**src/rtl/eth_pkg.sv**
```systemverilog
// Shared Ethernet/RMII definitions for the transmit serialiser.
package eth_pkg;

    typedef enum logic [2:0] {
        IDLE,
        PREAMBLE,
        SFD,
        DATA,
        IPG
    } tx_state_t;

    localparam logic [7:0] PREAMBLE_BYTE = 8'h55;
    localparam logic [7:0] SFD_BYTE      = 8'hD5;

    typedef logic [1:0] dibit_t;

endpackage

```
**src/rtl/rmii_tx_serializer.sv**
```systemverilog
// RMII transmit serialiser: wraps upstream payload bytes in preamble/SFD,
// shifts them out as TXD dibits LSB-pair-first and enforces the inter-packet
// gap. Every output is a flop driven from the next-state decode, so the wire
// reflects the state being entered on each edge.
//
//  state    | meaning
//  ---------+---------------------------------------------------------
//  IDLE     | waiting for axiiv, wire quiet
//  PREAMBLE | PREAMBLE_BYTES x 0x55 on the wire
//  SFD      | 0xD5; byte fetch on its last dibit
//  DATA     | shifting payload byte; fetch on last dibit unless last seen
//  IPG      | IPG_BYTES quiet byte times, input ignored
module rmii_tx_serializer
    import eth_pkg::*;
#(
    parameter int PREAMBLE_BYTES = 7,
    parameter int IPG_BYTES      = 12
) (
    input  logic       clk,
    input  logic       rst_n,
    input  logic [7:0] axiid,
    input  logic       axiiv,
    input  logic       axiilast,
    output logic       axiir,
    output logic [1:0] axiod,
    output logic       axiov,
    output logic       underrun,
    output logic       busy
);

    localparam logic [7:0] PRE_LAST = 8'(PREAMBLE_BYTES - 1);
    localparam logic [7:0] IPG_LAST = 8'(IPG_BYTES - 1);

    tx_state_t  state_q, state_d;
    logic [1:0] dib_q, dib_d;
    logic [7:0] byte_q, byte_d;
    logic [7:0] shreg_q, shreg_d;
    logic       last_q, last_d;
    logic       underrun_d;
    dibit_t     axiod_d;
    logic       axiov_d, axiir_d, busy_d;

    // State, counters, shift register and registered outputs.
    always_ff @(posedge clk or negedge rst_n) begin
        if (!rst_n) begin
            state_q  <= IDLE;
            dib_q    <= 2'd0;
            byte_q   <= 8'd0;
            shreg_q  <= 8'd0;
            last_q   <= 1'b0;
            axiod    <= 2'b00;
            axiov    <= 1'b0;
            axiir    <= 1'b0;
            underrun <= 1'b0;
            busy     <= 1'b0;
        end else begin
            state_q  <= state_d;
            dib_q    <= dib_d;
            byte_q   <= byte_d;
            shreg_q  <= shreg_d;
            last_q   <= last_d;
            axiod    <= axiod_d;
            axiov    <= axiov_d;
            axiir    <= axiir_d;
            underrun <= underrun_d;
            busy     <= busy_d;
        end
    end

    // Next-state decode and next-cycle output values.
    always_comb begin
        state_d    = state_q;
        dib_d      = dib_q + 2'd1;
        byte_d     = byte_q;
        shreg_d    = {2'b00, shreg_q[7:2]};
        last_d     = last_q;
        underrun_d = 1'b0;

        case (state_q)
            IDLE: begin
                dib_d = 2'd0;
                if (axiiv) begin
                    state_d = PREAMBLE;
                    byte_d  = 8'd0;
                    last_d  = 1'b0;
                end
            end
            PREAMBLE: begin
                if (dib_q == 2'd3) begin
                    if (byte_q == PRE_LAST) begin
                        state_d = SFD;
                        byte_d  = 8'd0;
                    end else begin
                        byte_d = byte_q + 8'd1;
                    end
                end
            end
            SFD, DATA: begin
                // Consumption is tied to the visible ready so upstream and
                // this block always agree on which bytes were taken.
                if (dib_q == 2'd3) begin
                    byte_d = 8'd0;
                    if (axiir && axiiv) begin
                        state_d = DATA;
                        shreg_d = axiid;
                        last_d  = axiilast;
                    end else begin
                        state_d    = IPG;
                        underrun_d = axiir;
                    end
                end
            end
            IPG: begin
                if (dib_q == 2'd3) begin
                    if (byte_q == IPG_LAST) begin
                        state_d = IDLE;
                    end else begin
                        byte_d = byte_q + 8'd1;
                    end
                end
            end
            default: begin
                state_d = IDLE;
            end
        endcase

        busy_d  = (state_d != IDLE);
        axiov_d = (state_d == PREAMBLE) || (state_d == SFD) || (state_d == DATA);
        axiir_d = ((state_d == SFD) || (state_d == DATA)) && (dib_d == 2'd3) && !last_d;

        case (state_d)
            PREAMBLE: axiod_d = PREAMBLE_BYTE[1:0];
            SFD:      axiod_d = SFD_BYTE[2*dib_d +: 2];
            DATA:     axiod_d = shreg_d[1:0];
            default:  axiod_d = 2'b00;
        endcase
    end

endmodule

```
**config.mk**
```make
export PLATFORM = sky130hd
export DESIGN_NAME = rmii_tx_serializer
export DESIGN_NICKNAME = d
export VERILOG_FILES = /design/src/rtl/eth_pkg.sv /design/src/rtl/rmii_tx_serializer.sv
export SDC_FILE = /design/constraint.sdc
export NUM_CORES = 1
export LEC_CHECK = 0
export ABC_AREA = 1
export CAP_MARGIN = 10
export CORE_ASPECT_RATIO = 1.2
export CORE_MARGIN = 1
export CORE_UTILIZATION = 40
export DETAILED_ROUTE_END_ITERATION = 10
export SYNTH_ARGS = -nofsm -noshare
export SYNTH_HDL_FRONTEND = slang
export SYNTH_SLANG_ARGS = --single-unit
```
**constraint.sdc**
```tcl
create_clock -name clk -period 1.65 [get_ports clk]
set_input_delay 0.165 -clock clk [delete_from_list [all_inputs] [get_ports clk]]
set_output_delay 0.165 -clock clk [all_outputs]
set_load 0.005 [all_outputs]
```
==> implementation parameters <==
Parameter                              Value

Yosys
  Synth Area in XOR/XNOR    0.00578
  Cell types with the largest area share after synthesis    sky130_fd_sc_hd__dfrtp_1 43%, sky130_fd_sc_hd__nand2_1 19%, sky130_fd_sc_hd__nand3_1 7.6%, sky130_fd_sc_hd__inv_1 4.2%, sky130_fd_sc_hd__nor2_1 3.2%
  Number of instances in the synthesized netlist    197
  Main combinational cell family by area after synthesis    simple AND/OR/NAND/NOR gates
  Distinct cell type count after synthesis    30
  Fraction of the mapped netlist area in adder cells    0.0248
  Simple-Gate Fraction of Synth Area    0.422
  EDFF count, synth    0
  Sequential fraction of the synthesis area    0.429
  Avg Inst Size Synth    7.69 µm²
  FF+latch count, synth    26
  Net Count, Synth    212
  Netlist area before placement    1520 µm²
  Post-synthesis compound-gate area fraction    0.0421
  Multiplexer share of the synthesized area    0
  Post-synth top area share    0.429
  Total of warnings raised by yosys    0
  Share of flip-flops with an asynchronous set or reset after synthesis    1.00
  Most used flip-flop cell after synthesis    sky130_fd_sc_hd__dfrtp_1
  Area leader, netlist    sky130_fd_sc_hd__dfrtp_1

Worst setup path
  Worst Reg-to-Reg Cells    9
  Worst-path maximum fanout    7
  Kind of start point of the critical path    flip-flop
  Type of the worst setup path    reg -> reg
  Reg-to-reg critical path startpoint    byte_q[0]
  Data arrival, critical path    1.71 ns
  Source of the critical timing path    byte_q[0]
  Required time at the endpoint of the critical path    1.87 ns
  CP Capture Type    flip-flop

Global route
  Number of global-route vias before repair    1247
  Pin count of the biggest net entering global routing    27
  Total routing usage reported by global routing    0.160
  Number of antenna violations at the first check in global routing    0
  Global-route wire length before repair    5.18 mm
  Overall overflow remaining after global route    0

Floorplanning
  Num rows    24
  I/O pin cnt    18
  Die Span X    58.2 µm
  Die H    69.4 µm
  Placeable Area    3630 µm²
  Starting Density    0.417
  Die Footprint    4040 µm²

Finish
  Post-synthesis to final-layout area growth    22.3%
  Final cell utilization of the core    0.510
  Number of fill cells    359
  Inserted Diodes    0
  Most common library cell in the layout ignoring fill and taps    sky130_fd_sc_hd__nand2_1
  Area used by multi-input combinational logic    757 µm²
  Fraction of layout cells with a size suffix above 1    0.167
  Area used by sequential logic in the layout    651 µm²
  Total Nets Final    237
  Most used cells in the layout excluding fill and tap cells    77 x sky130_fd_sc_hd__nand2_1, 26 x sky130_fd_sc_hd__dfrtp_1, 23 x sky130_fd_sc_hd__nand3_1

Power and ir drop
  Worst-case vdd ir drop    0.595 mV
  Static leakage power    0.942 nW
  Pwr/cell area    1260 nW/µm²

Status
  Status    complete, no violations

Detailed routing
  Met2 Routed Length    1.53 mm
  Top routing layer used    met4
  Wire length after detailed routing    2.96 mm
  Drt drc    0
  Post-DR vias/cell    4.64
  Number of DRC markers in iteration 0    82
  Routed length on met3    64 µm
  Via count of the routed design    1266
  Mean routed wirelength per cell    10.8 µm
  Wire length on met1    1.35 mm
  DR pass1 iterations    4
  Remaining antenna violation count    0

Clocking
  Clock sink count    26
  Post-CTS Setup Bufs    0
  Master cell of the clock root buffer    sky130_fd_sc_hd__clkbuf_8
  CTS tree    built
  Clk_lat worst skew    0.27 ns
  Hold buffer count at cts    0
  CTS clk-pin slew, worst paths    0.09 ns
  Total clock buffers created by CTS    3
  H-Tree Depth    1
  Number of buffers between clock root and the deepest sink    2
  Number of instances resized during post-cts repair    0

Timing
  Final period demand of the worst path    1.49 ns
  Clock skew after layout    0.00265 ns
  Count of final hold-check violations    0
  Worst-case headroom to the max-slew limit    0.757
  FMAX    0.670 GHz
  RSZ-0062 raised after global routing    no
  Worst Max-Slew Pin Slew    0.365 ns
  Number of max-slew violations in the final report    0
  Post-route setup TNS    0 ns
  Final cycle utilization of the critical path    0.904
  Final setup viols    0

Placement
  Routability Congestion    0.867
  Final HPWL from detailed placement    2.23 mm
  Number of buffers inserted by port buffering    17

Run
  Maxcap violations    0

Worst hold path
  Kind of path behind the tightest hold check    in -> async
==> path summary, 6_finish.rpt <==
| check | slack (ns) | end |
|---|---|---|
| max reg2reg | 0.16 | byte_q[0] |
| max | 0.16 | byte_q[0] |
| max in group asynchronous | 1.14 | byte_q[6] |
| min in group clk | 0.40 | shreg_q[6] |
| min reg2reg | 0.45 | shreg_q[5] |
| min | 0.25 | byte_q[2] |
==> critical path, stage by stage, from the launching register on <==
cell and delay [ns]:
sky130_fd_sc_hd__dfrtp_1 0.39, sky130_fd_sc_hd__buf_4 0.14, sky130_fd_sc_hd__ha_1 0.24, sky130_fd_sc_hd__nand2_1 0.09, sky130_fd_sc_hd__nor2_2 0.04, sky130_fd_sc_hd__nand2_1 0.13
sky130_fd_sc_hd__nand2_2 0.11, sky130_fd_sc_hd__nor2_8 0.16, sky130_fd_sc_hd__nand2_1 0.07, sky130_fd_sc_hd__nand2_1 0.06
==> report_power, final <==
part           internal, mW  total [mW]  switching [mW]
Clock                 0.325       0.532           0.208
Sequential            0.750       0.836          0.0860
Combinational         0.382       0.966           0.583
==> area by class of cell <==
cell class                      instances  area share
Multi-Input combinational cell        145       0.409
Sequential cell                        26       0.351
Timing Repair Buffer                   23       0.116
Inverter                               23      0.0506
Tap cell                               52      0.0351
Clock buffer                            3      0.0223
Clock inverter                          1      0.0162
==> cells by family after synthesis <==
logic type | after synthesis
AND/OR/NAND/NOR | 133
buffers and inverters | 26
flip-flops | 26
AO/OA/AOI/OAI | 8
adder cells (fa/ha/maj) | 3
XOR/XNOR | 1
==> Yosys cell counts, types with 2 or more instances <==
master	instances
sky130_fd_sc_hd__nor2_1	13
sky130_fd_sc_hd__nor3_1	2
sky130_fd_sc_hd__ha_1	3
sky130_fd_sc_hd__nand2_2	2
sky130_fd_sc_hd__nor2_2	4
sky130_fd_sc_hd__nand4_1	2
sky130_fd_sc_hd__inv_1	17
sky130_fd_sc_hd__nand2_1	78
sky130_fd_sc_hd__dfrtp_1	26
sky130_fd_sc_hd__nand3_1	23
sky130_fd_sc_hd__buf_2	2
sky130_fd_sc_hd__inv_2	4
sky130_fd_sc_hd__nor2_8	2
sky130_fd_sc_hd__nor2_4	3
==> stage by stage <==
stage	std cells	hold slack (ns)	cell area, µm²	setup slack [ns]	power, mW
after floorplan	197	-0.131	1520	0.300	1.53
after global placement	269	0.427	1770	0.145	1.79
after detailed placement	269	0.437	1770	0.0952	1.81
after CTS	273	0.274	1850	0.105	2.35
after global routing	273	0.285	1850	0.00316	2.52
final	273	0.254	1850	0.158	2.33
==> layer usage <==
layer,vias up,track usage
met5,-,0
met1,589,0.201
met2,17,0.287
met4,0,0.0344
li1,658,-
met3,2,0.0224
==> registers in the layout, summed over array words and instances, names as in the netlist, 2 cells and up <==
signal,flops
byte_q,8
shreg_q,6
state_q,3
axiod,2
dib_q,2
Power figures use the tool's default switching activity.
